**config.mk**
```make
export PLATFORM = sky130hd
export DESIGN_NAME = uart_header_link
export DESIGN_NICKNAME = d
export VERILOG_FILES = /design/src/rtl/uart_header_link_pkg.sv /design/src/rtl/uart_header_link_rx_byte.sv /design/src/rtl/uart_header_link.sv
export SDC_FILE = /design/constraint.sdc
export NUM_CORES = 2
export LEC_CHECK = 0
export BUFFER_PORTS_ARGS = -buffer_cell sky130_fd_sc_hd__buf_2
export CORE_UTILIZATION = 62
export CTS_CLUSTER_DIAMETER = 80
export CTS_CLUSTER_SIZE = 25
export DETAILED_ROUTE_END_ITERATION = 16
export PLACE_DENSITY = 0.85
export SETUP_SLACK_MARGIN = 0.05
export SYNTH_ARGS = -nofsm -noshare
export SYNTH_HDL_FRONTEND = slang
export SYNTH_SLANG_ARGS = --single-unit
export TNS_END_PERCENT = 50
```
**constraint.sdc**
```tcl
create_clock -name clock -period 6.2 [get_ports clock]
set_clock_uncertainty 0.2 [all_clocks]
set_input_delay 0.62 -clock clock [delete_from_list [all_inputs] [get_ports clock]]
set_output_delay 0.62 -clock clock [all_outputs]
set_load 0.01 [all_outputs]
```
**src/rtl/uart_header_link_pkg.sv**
```systemverilog
// Shared constants and state encodings for the UART header/result link.
package uart_header_link_pkg;

    localparam int UART_BITS            = 8;
    localparam int DEFAULT_CLKS_PER_BIT = 434;

    typedef enum logic [1:0] {
        RX_IDLE  = 2'd0,
        RX_START = 2'd1,
        RX_DATA  = 2'd2,
        RX_STOP  = 2'd3
    } rx_state_t;

    typedef enum logic [1:0] {
        TX_IDLE  = 2'd0,
        TX_START = 2'd1,
        TX_DATA  = 2'd2,
        TX_STOP  = 2'd3
    } tx_state_t;

    typedef enum logic {
        F_IDLE = 1'b0,
        F_LOAD = 1'b1
    } frame_state_t;

endpackage

```
**src/rtl/uart_header_link_rx_byte.sv**
```systemverilog
// 8N1 byte receiver: two-flop synchroniser, start-glitch rejection, mid-bit sampling.
module uart_rx_byte
    import uart_header_link_pkg::*;
#(
    parameter int CLKS_PER_BIT = DEFAULT_CLKS_PER_BIT
) (
    input  logic                 clock,
    input  logic                 reset,
    input  logic                 rxd,
    output logic [UART_BITS-1:0] byte_data,
    output logic                 byte_strobe,
    output logic                 frame_err
);

    localparam int             CW        = $clog2(CLKS_PER_BIT);
    localparam logic [CW-1:0]  BIT_LAST  = CW'(CLKS_PER_BIT - 1);
    localparam logic [CW-1:0]  HALF_LAST = CW'(CLKS_PER_BIT / 2 - 1);

    // sync_r[1] is the synchronised line, sync_r[2] its previous value for edge detection
    logic [2:0]           sync_r;
    rx_state_t            state_r;
    logic [CW-1:0]        cnt_r;
    logic [2:0]           bit_idx_r;
    logic [UART_BITS-1:0] shift_r;
    logic [UART_BITS-1:0] byte_data_r;
    logic                 strobe_r;
    logic                 ferr_r;

    // Synchroniser and receive byte state machine
    always_ff @(posedge clock or negedge reset) begin
        if (!reset) begin
            sync_r      <= 3'b111;
            state_r     <= RX_IDLE;
            cnt_r       <= '0;
            bit_idx_r   <= 3'd0;
            shift_r     <= '0;
            byte_data_r <= '0;
            strobe_r    <= 1'b0;
            ferr_r      <= 1'b0;
        end else begin
            sync_r   <= {sync_r[1:0], rxd};
            strobe_r <= 1'b0;
            ferr_r   <= 1'b0;
            case (state_r)
                RX_IDLE: begin
                    cnt_r     <= '0;
                    bit_idx_r <= 3'd0;
                    if (sync_r[2] && !sync_r[1]) begin
                        state_r <= RX_START;
                    end else begin
                        state_r <= RX_IDLE;
                    end
                end
                RX_START: begin
                    if (cnt_r == HALF_LAST) begin
                        cnt_r   <= '0;
                        state_r <= sync_r[1] ? RX_IDLE : RX_DATA;
                    end else begin
                        cnt_r <= cnt_r + CW'(1);
                    end
                end
                RX_DATA: begin
                    if (cnt_r == BIT_LAST) begin
                        cnt_r     <= '0;
                        shift_r   <= {sync_r[1], shift_r[UART_BITS-1:1]};
                        bit_idx_r <= bit_idx_r + 3'd1;
                        if (bit_idx_r == 3'd7) begin
                            state_r <= RX_STOP;
                        end else begin
                            state_r <= RX_DATA;
                        end
                    end else begin
                        cnt_r <= cnt_r + CW'(1);
                    end
                end
                RX_STOP: begin
                    if (cnt_r == BIT_LAST) begin
                        cnt_r   <= '0;
                        state_r <= RX_IDLE;
                        if (sync_r[1]) begin
                            byte_data_r <= shift_r;
                            strobe_r    <= 1'b1;
                        end else begin
                            ferr_r <= 1'b1;
                        end
                    end else begin
                        cnt_r <= cnt_r + CW'(1);
                    end
                end
                default: begin
                    state_r <= RX_IDLE;
                    cnt_r   <= '0;
                end
            endcase
        end
    end

    assign byte_data   = byte_data_r;
    assign byte_strobe = strobe_r;
    assign frame_err   = ferr_r;

endmodule

```
**src/rtl/uart_header_link.sv**
```systemverilog
// Miner serial link: assembles UART bytes into a shadowed header word with
// inter-byte timeout, and transmits a result word under valid/ready.
module uart_header_link
    import uart_header_link_pkg::*;
#(
    parameter int CLKS_PER_BIT = DEFAULT_CLKS_PER_BIT,
    parameter int HEADER_BYTES = 80,
    parameter int RESULT_BYTES = 4,
    parameter int TIMEOUT_CLKS = 1000000
) (
    input  logic                              clock,
    input  logic                              reset,
    input  logic                              rxd,
    output logic                              txd,
    output logic [HEADER_BYTES*8-1:0]         header_data,
    output logic                              header_valid,
    input  logic [RESULT_BYTES*8-1:0]         result_data,
    input  logic                              result_valid,
    output logic                              result_ready,
    output logic                              frame_err,
    output logic                              timeout_err,
    output logic [$clog2(HEADER_BYTES+1)-1:0] byte_count
);

    localparam int HW  = HEADER_BYTES * 8;
    localparam int RW  = RESULT_BYTES * 8;
    localparam int BCW = $clog2(HEADER_BYTES + 1);
    localparam int TCW = $clog2(TIMEOUT_CLKS + 1);
    localparam int CW  = $clog2(CLKS_PER_BIT);
    localparam int RBW = $clog2(RESULT_BYTES + 1);

    localparam logic [BCW-1:0] LAST_BYTE    = BCW'(HEADER_BYTES - 1);
    localparam logic [TCW-1:0] TIMEOUT_LAST = TCW'(TIMEOUT_CLKS - 1);
    localparam logic [CW-1:0]  BIT_LAST     = CW'(CLKS_PER_BIT - 1);
    localparam logic [RBW-1:0] LAST_RESULT  = RBW'(RESULT_BYTES - 1);

    logic [UART_BITS-1:0] byte_data_s;
    logic                 byte_strobe_s;
    logic                 frame_err_s;

    uart_rx_byte #(
        .CLKS_PER_BIT (CLKS_PER_BIT)
    ) u_rx (
        .clock       (clock),
        .reset       (reset),
        .rxd         (rxd),
        .byte_data   (byte_data_s),
        .byte_strobe (byte_strobe_s),
        .frame_err   (frame_err_s)
    );

    frame_state_t   fstate_r;
    logic [HW-1:0]  shadow_r;
    logic [HW-1:0]  header_data_r;
    logic           header_valid_r;
    logic           timeout_err_r;
    logic [BCW-1:0] byte_count_r;
    logic [TCW-1:0] idle_cnt_r;

    // Frame assembly and inter-byte timeout; a byte strobe always beats the timeout
    always_ff @(posedge clock or negedge reset) begin
        if (!reset) begin
            fstate_r       <= F_IDLE;
            shadow_r       <= '0;
            header_data_r  <= '0;
            header_valid_r <= 1'b0;
            timeout_err_r  <= 1'b0;
            byte_count_r   <= '0;
            idle_cnt_r     <= '0;
        end else begin
            header_valid_r <= 1'b0;
            timeout_err_r  <= 1'b0;
            if (byte_strobe_s) begin
                idle_cnt_r <= '0;
                if (byte_count_r == LAST_BYTE) begin
                    header_data_r  <= {shadow_r[HW-9:0], byte_data_s};
                    header_valid_r <= 1'b1;
                    shadow_r       <= '0;
                    byte_count_r   <= '0;
                    fstate_r       <= F_IDLE;
                end else begin
                    shadow_r     <= {shadow_r[HW-9:0], byte_data_s};
                    byte_count_r <= byte_count_r + BCW'(1);
                    fstate_r     <= F_LOAD;
                end
            end else if (fstate_r == F_LOAD) begin
                if (idle_cnt_r == TIMEOUT_LAST) begin
                    shadow_r      <= '0;
                    byte_count_r  <= '0;
                    timeout_err_r <= 1'b1;
                    idle_cnt_r    <= '0;
                    fstate_r      <= F_IDLE;
                end else begin
                    idle_cnt_r <= idle_cnt_r + TCW'(1);
                end
            end else begin
                idle_cnt_r <= '0;
            end
        end
    end

    tx_state_t            tx_state_r;
    logic                 txd_r;
    logic                 ready_r;
    logic [RW-1:0]        tx_word_r;
    logic [UART_BITS-1:0] tx_byte_r;
    logic [CW-1:0]        tx_cnt_r;
    logic [2:0]           tx_bit_r;
    logic [RBW-1:0]       tx_byte_idx_r;

    // Transmitter: captured word leaves MSB byte first, bytes back to back
    always_ff @(posedge clock or negedge reset) begin
        if (!reset) begin
            tx_state_r    <= TX_IDLE;
            txd_r         <= 1'b1;
            ready_r       <= 1'b1;
            tx_word_r     <= '0;
            tx_byte_r     <= '0;
            tx_cnt_r      <= '0;
            tx_bit_r      <= 3'd0;
            tx_byte_idx_r <= '0;
        end else begin
            case (tx_state_r)
                TX_IDLE: begin
                    tx_cnt_r      <= '0;
                    tx_bit_r      <= 3'd0;
                    tx_byte_idx_r <= '0;
                    if (result_valid && ready_r) begin
                        tx_byte_r  <= result_data[RW-1 -: 8];
                        tx_word_r  <= result_data << 4'd8;
                        ready_r    <= 1'b0;
                        txd_r      <= 1'b0;
                        tx_state_r <= TX_START;
                    end else begin
                        ready_r <= 1'b1;
                        txd_r   <= 1'b1;
                    end
                end
                TX_START: begin
                    if (tx_cnt_r == BIT_LAST) begin
                        tx_cnt_r   <= '0;
                        tx_bit_r   <= 3'd0;
                        txd_r      <= tx_byte_r[0];
                        tx_state_r <= TX_DATA;
                    end else begin
                        tx_cnt_r <= tx_cnt_r + CW'(1);
                    end
                end
                TX_DATA: begin
                    if (tx_cnt_r == BIT_LAST) begin
                        tx_cnt_r <= '0;
                        if (tx_bit_r == 3'd7) begin
                            txd_r      <= 1'b1;
                            tx_state_r <= TX_STOP;
                        end else begin
                            tx_bit_r <= tx_bit_r + 3'd1;
                            txd_r    <= tx_byte_r[tx_bit_r + 3'd1];
                        end
                    end else begin
                        tx_cnt_r <= tx_cnt_r + CW'(1);
                    end
                end
                TX_STOP: begin
                    if (tx_cnt_r == BIT_LAST) begin
                        tx_cnt_r <= '0;
                        if (tx_byte_idx_r == LAST_RESULT) begin
                            ready_r    <= 1'b1;
                            tx_state_r <= TX_IDLE;
                        end else begin
                            tx_byte_idx_r <= tx_byte_idx_r + RBW'(1);
                            tx_byte_r     <= tx_word_r[RW-1 -: 8];
                            tx_word_r     <= tx_word_r << 4'd8;
                            txd_r         <= 1'b0;
                            tx_state_r    <= TX_START;
                        end
                    end else begin
                        tx_cnt_r <= tx_cnt_r + CW'(1);
                    end
                end
                default: begin
                    tx_state_r <= TX_IDLE;
                    txd_r      <= 1'b1;
                    ready_r    <= 1'b1;
                end
            endcase
        end
    end

    assign txd          = txd_r;
    assign result_ready = ready_r;
    assign header_data  = header_data_r;
    assign header_valid = header_valid_r;
    assign frame_err    = frame_err_s;
    assign timeout_err  = timeout_err_r;
    assign byte_count   = byte_count_r;

endmodule

```
# After elaboration in Yosys (flattened, before gate mapping)
# Index checks and enable logic that the tools add are counted.
dict set report totals {
  inputBits 36
  reg_bits 1396
  output_inout_bits 652
  word_cells 154
}
dict set report classes {
  n_reduce_logical 24
  n_mux 74
  eq_ne 25
  add_sub_neg 7
  order_cmp 1
}
# cell n
set ops {}
lappend ops {{$mux 632} 4}
lappend ops {{$mux 32} 3}
lappend ops {{$pmux 32 s2} 1}
lappend ops {{$mux 20} 3}
lappend ops {{$mux 7} 4}
lappend ops {{$mux 1} 27}
lappend ops {{$mux 9} 3}
lappend ops {{$pmux 9 s3} 1}
lappend ops {{$mux 8} 3}
lappend ops {{$add 20x1->20 const B} 1}
lappend ops {{$eq 20x20->1 const B} 1}
lappend ops {{$add 9x1->9 const B} 2}
lappend ops {{$eq 9x9->1 const B} 2}
lappend ops {{$mux 2} 9}
lappend ops {{$mux 3} 6}
lappend ops {{$pmux 9 s2} 1}
lappend ops {{$ne 2x2->1 const B} 8}
lappend ops {{$pmux 2 s4} 2}
lappend ops {{$pmux 8 s2} 1}
lappend ops {{$pmux 3 s2} 2}
lappend ops {{$reduce_and 3->1} 4}
lappend ops {{$reduce_and 4->1} 3}
lappend ops {{$add 3x1->3 const B} 3}
lappend ops {{$eq 9x8->1 const B} 1}
lappend ops {{other kinds (21)} 36}

# Depth between registers and ports, before layout
dict set report depth {
  word_depth 6
  depth_mapped 9
  mapped_depth_nobuf 7
}

# Hierarchy
# A second synthesis with hierarchy kept.
dict set report hier_totals {
  hier_cells 4632
  hier_area_um2 51245.4
}
# mod seq_area_each_um2 area_per_inst_um2 instances cells_each
set by_module_without_submodules {}
lappend by_module_without_submodules {uart_header_link 33860.0 49683.9 1 4508}
lappend by_module_without_submodules {uart_rx_byte 879.6 1561.5 1 124}

# Least setup slack after synthesis
# OpenSTA, ideal clock, no wires.
dict set report synth_timing {
  path_type {register to register}
  start {reg byte_count_r[0], in the netlist byte_count[0]}
  end {reg shadow_r[427]}
  required_ps 5935
  t_arrival_ps 1923
  setup_ps 65
  path_buffers 3
  period_less_slack_ps 2189
  setup_slack_ps 4011
  path_stages_with_launch 8
  cell_sequence {dfrtp_1 ha_1 and3_1 a31oi_1 buf_2 buf_2 buf_1 a22o_1}
}
dict set report synth_via {
  elab_chain_cells 3
}
# element line_no
set synth_lines {}
lappend synth_lines {{start: declaration} uart_header_link.sv:57} ;# logic [BCW-1:0] byte_count_r;
lappend synth_lines {{start signal: assignment} uart_header_link.sv:83} ;# byte_count_r <= byte_count_r + BCW'(1);
lappend synth_lines {{$eq 7x7->1} uart_header_link.sv:75} ;# if (byte_count_r == LAST_BYTE) begin
lappend synth_lines {{$mux 632} uart_header_link.sv:75}
lappend synth_lines {{$mux 632} uart_header_link.sv:73} ;# if (byte_strobe_s) begin
lappend synth_lines {{end signal: assignment} uart_header_link.sv:82} ;# shadow_r <= {shadow_r[HW-9:0], byte_data_s};
lappend synth_lines {{end: declaration} uart_header_link.sv:53} ;# logic [HW-1:0] shadow_r;
# Every way passes these cells.
# A chain may end at the register's enable or synchronous reset.

# Worst setup path in the final report
dict set report layout_timing {
  start {reg byte_count_r[0], in the netlist byte_count[0]}
  end {reg byte_count_r[4], in the netlist byte_count[4]}
}
dict set report layout_via {
  elab_chain_cells 3
  elab_cells_between_ends 4
  cone_classes {1 x add/sub; 1 x eq/ne; 2 x mux}
}
# element line_no
set layout_lines {}
lappend layout_lines {{$add 7x1->7 or $eq 7x7->1 (tied branches)} {uart_header_link.sv:83, uart_header_link.sv:75}}
lappend layout_lines {{$mux 7 (*)} uart_header_link.sv:75}
lappend layout_lines {{$mux 7 (*)} uart_header_link.sv:73}
# Every way passes the cells marked *; elsewhere a longest branch is shown, timed or not.

==> out/qor.log <==
[clock_network] CTS tree built
[die] total I/O pin count 688
[synth] synthesized flop and latch total 1,388
[finish] # nets final 5,182
[critical_path] logic depth of the worst register-to-register path 8
[power_and_ir_drop] Power Total 13,900 uW
[timing] aggregate negative setup slack 0 ps
[critical_path] required time of the critical path 6600 ps
[place] Post-DP Area 55,400 sq um
[synth] distinct cell type count of the synthesized netlist 52
[power_and_ir_drop] leakage power of the design 0.0324 uW
[die] effective utilization at floorplan 62.6%
[clock_network] clock net sink count 1,388
[synth] Mapped Avg Cell Area 11.1 sq um
[timing] number of pins with negative max-slew slack in the final report 0
[route] Wirelength per Cell 20.5 um
[route] overall via count from detail_route 36,700
[finish] finished layout cell area 57,100 sq um
[route] DR iter-0 viols 3,522
[synth] number of instances in the synthesized netlist 4,629
[grt] initial antenna violation count 1
[timing] transition time of the tightest slew-check pin 1280 ps
[grt] first-pass GRT wire length 202,000 um
[timing] Max-slew headroom 14.6%
[grt] total global-route track usage 30.2%
[route] number of nets with antenna violations after routing 0
[worst_hold_path] path category of the worst min-delay check primary input to register
[die] Die Footprint 84,100 sq um
[grt] vias in the first global route 35,400
[timing] share of the clock period used by the worst path 58.5%
[route] Pre-Repair DR Iteration Count 5
[finish] commonest cells after routing, fill and taps aside 1,950 x nand2_1, 1,383 x dfrtp_1, 686 x buf_2
[place] HPWL after detailed placement 83,000 um
[place] number of buffer cells added on primary ports 687
[critical_path] capturing element type of the critical path register
[critical_path] maximum fanout encountered on the critical timing path 153
[grt] maximum number of pins on one net before global-route repair 234
[timing] setup repair after global routing missed its margin no
[worst_hold_path] hold-critical path depth 3
[critical_path] crit path kind register to register
[finish] fraction of layout cells with a size suffix above 1 16.1%
[synth] fraction of synthesis flops using an asynchronous set or reset pin 100%
[finish] most common cell after layout, fill and taps aside nand2_1
[critical_path] critical path data arrival time 4030 ps
[synth] count of flip-flops with a built-in enable after synthesis 0
[clock_network] buffer type at the clock tree root clkbuf_16
[critical_path] Critical Path Start Type register
[timing] post-layout min period 3630 ps
[die] Horiz. Die Dim 290 um
[place] routability cong. 0.881
[synth] Mapped Area 51,400 sq um
[finish] fillcell total 5,798
[synth] number of warnings printed during yosys synthesis 0
[clock_network] clock-pin slew reported for the worst setup and hold paths after clock tree synthesis 100 ps
[timing] post-route worst hold slack 53.6 ps
[clock_network] # H-tree levels 2
[power_and_ir_drop] maximum ir drop on the vdd rail 0.000264 V
[run] maxcap violations 0
[die] standard-cell row count 105
[synth] sequential fraction of the synthesis area 67.6%
[route] mean number of vias per cell 5.89
[power_and_ir_drop] pwr/cell area 243 nW/um^2
[synth] Top FF cell, synth dfrtp_1
[die] DIE HEIGHT 290 um
[timing] endpoints failing setup 0
[timing] total count of hold-check failures in the final report 0
[route] Routed WL 127,000 um
[outcome] run status completed
[route] post-route DRC violation count 0
[clock_network] count of instances resized after the clock tree is built 0
[die] Core Box Area 82,100 sq um
[synth] post-synth net total 4,683
[clock_network] later-pin clock latency in the skew report 670 ps
[clock_network] post-CTS setup buffer count 0
[clock_network] number of buffers created by CTS 61
[grt] total global routing overflow 0
[finish] area delta synth->final 11.1%
[clock_network] maximum root-to-sink buffer count 3
[timing] maximum clock frequency 276 MHz
[routing by layer]
layer  track usage (%)  routed length [um]  up-vias
li1                  -                   -    16300
met1              42.1               51700    18600
met2              46.5               59500     1427
met3              6.62               10200      285
met4              13.0                6010        0
met5                 0                   0        -
[cell usage after synthesis, types with 2 or more instances]
cell / number / share of area, %
mux2i_1: 33 / 0.64
buf_4: 32 / 0.47
buf_2: 111 / 1.1
or2_2: 3 / 0.037
o211ai_1: 2 / 0.029
dfstp_2: 5 / 0.26
ha_1: 18 / 0.44
nor3b_1: 3 / 0.044
and4_1: 2 / 0.034
nand4bb_1: 2 / 0.044
nor2b_1: 3 / 0.037
dfrtp_1: 1383 / 67
or4_1: 3 / 0.044
xor2_1: 12 / 0.20
o21ai_0: 13 / 0.13
xnor2_1: 22 / 0.37
buf_1: 11 / 0.080
a31o_2: 2 / 0.034
nor2_1: 76 / 0.55
clkbuf_1: 148 / 1.1
o22ai_1: 2 / 0.024
nand3_1: 26 / 0.25
a22o_1: 641 / 11
o21a_1: 3 / 0.044
nor3_1: 9 / 0.088
nand2_1: 1950 / 14
and3_1: 5 / 0.061
a21oi_1: 32 / 0.31
a31oi_1: 4 / 0.049
and4bb_2: 2 / 0.049
nor4_1: 4 / 0.049
mux2_2: 19 / 0.42
nand4_1: 5 / 0.061
or3_1: 4 / 0.049
inv_1: 22 / 0.16
[layout make-up]
class / instances / area (sq um) / share of cell area (%)
clock buffer: 86 / 1640 / 2.87
tap: 1070 / 1340 / 2.34
antenna: 1 / 2.50 / 0.00438
inverter: 22 / 90.1 / 0.158
timing repair buffer: 739 / 4090 / 7.16
multi-input combinational: 2916 / 15200 / 26.6
sequential: 1388 / 34700 / 60.8
clock inverter: 3 / 30.0 / 0.0526
[worst max-delay path, cell delays in order (launching register included)]
cell and delay, ps:
dfrtp_1 430, ha_1 240, and3_1 250, nand4_1 190, buf_4 690, inv_8 360, buf_12 370, or4_1 560
a21oi_1 130
[final timing paths]
kind                                           startpoint                            to  slack, ps
worst max-delay path            byte_count[0]$_DFFE_PN0P_     byte_count[4]$_DFFE_PN0P_       2570
max in group asynchronous                           reset      shadow_r[95]$_DFFE_PN0P_       3660
min in group asynchronous                           reset  header_data[630]$_DFFE_PN0P_        390
worst min register to register   u_rx.sync_r[0]$_DFF_PN1_      u_rx.sync_r[1]$_DFF_PN1_        160
worst max register to register  byte_count[0]$_DFFE_PN0P_     byte_count[4]$_DFFE_PN0P_       2570
worst min-delay path                       result_data[4]     tx_word_r[12]$_DFFE_PN0P_         50
[repair_timing]
item | in CTS | in global routing
hold buffers | 9 | 0
setup endpoints to repair | 0 | 0
endpoints found under the hold margin | 145 | 0
[through the flow]
stage | util, % | setup slack [ps] | instances
final | 69.6 | 2570 | 6225
after detailed placement | 67.4 | 2560 | 6126
after global placement | 67.4 | 2620 | 6126
after floorplan | - | 4010 | 4629
after CTS | 69.6 | 2580 | 6224
after global routing | 69.6 | 2360 | 6225
[registers in the layout, summed over array words and instances (netlist names), 3 cells and up, named ones only]
name	count
shadow_r	632
idle_cnt_r	20
tx_bit_r	3
u_rx.bit_idx_r	3
u_rx.byte_data	8
header_data	640
u_rx.shift_r	8
tx_byte_r	8
u_rx.cnt_r	9
tx_byte_idx_r	3
u_rx.sync_r	3
tx_word_r	24
tx_cnt_r	9
byte_count	7
[cell families after synthesis]
| family | Yosys count | share of synthesized area (%) |
|---|---|---|
| mux | 52 | 1.06 |
| compound gates | 706 | 11.6 |
| buf+inv | 325 | 2.89 |
| simple gates | 2106 | 15.8 |
| xor+xnor | 34 | 0.579 |
| flops | 1388 | 67.6 |
| fa+ha+maj | 18 | 0.438 |
[report_power, final]
part | switching, uW | internal (uW)
clock | 2720 | 1850
sequential | 22.1 | 9060
combinational | 203 | 51.3
Note: power is estimated with default switching activity, not from simulation.
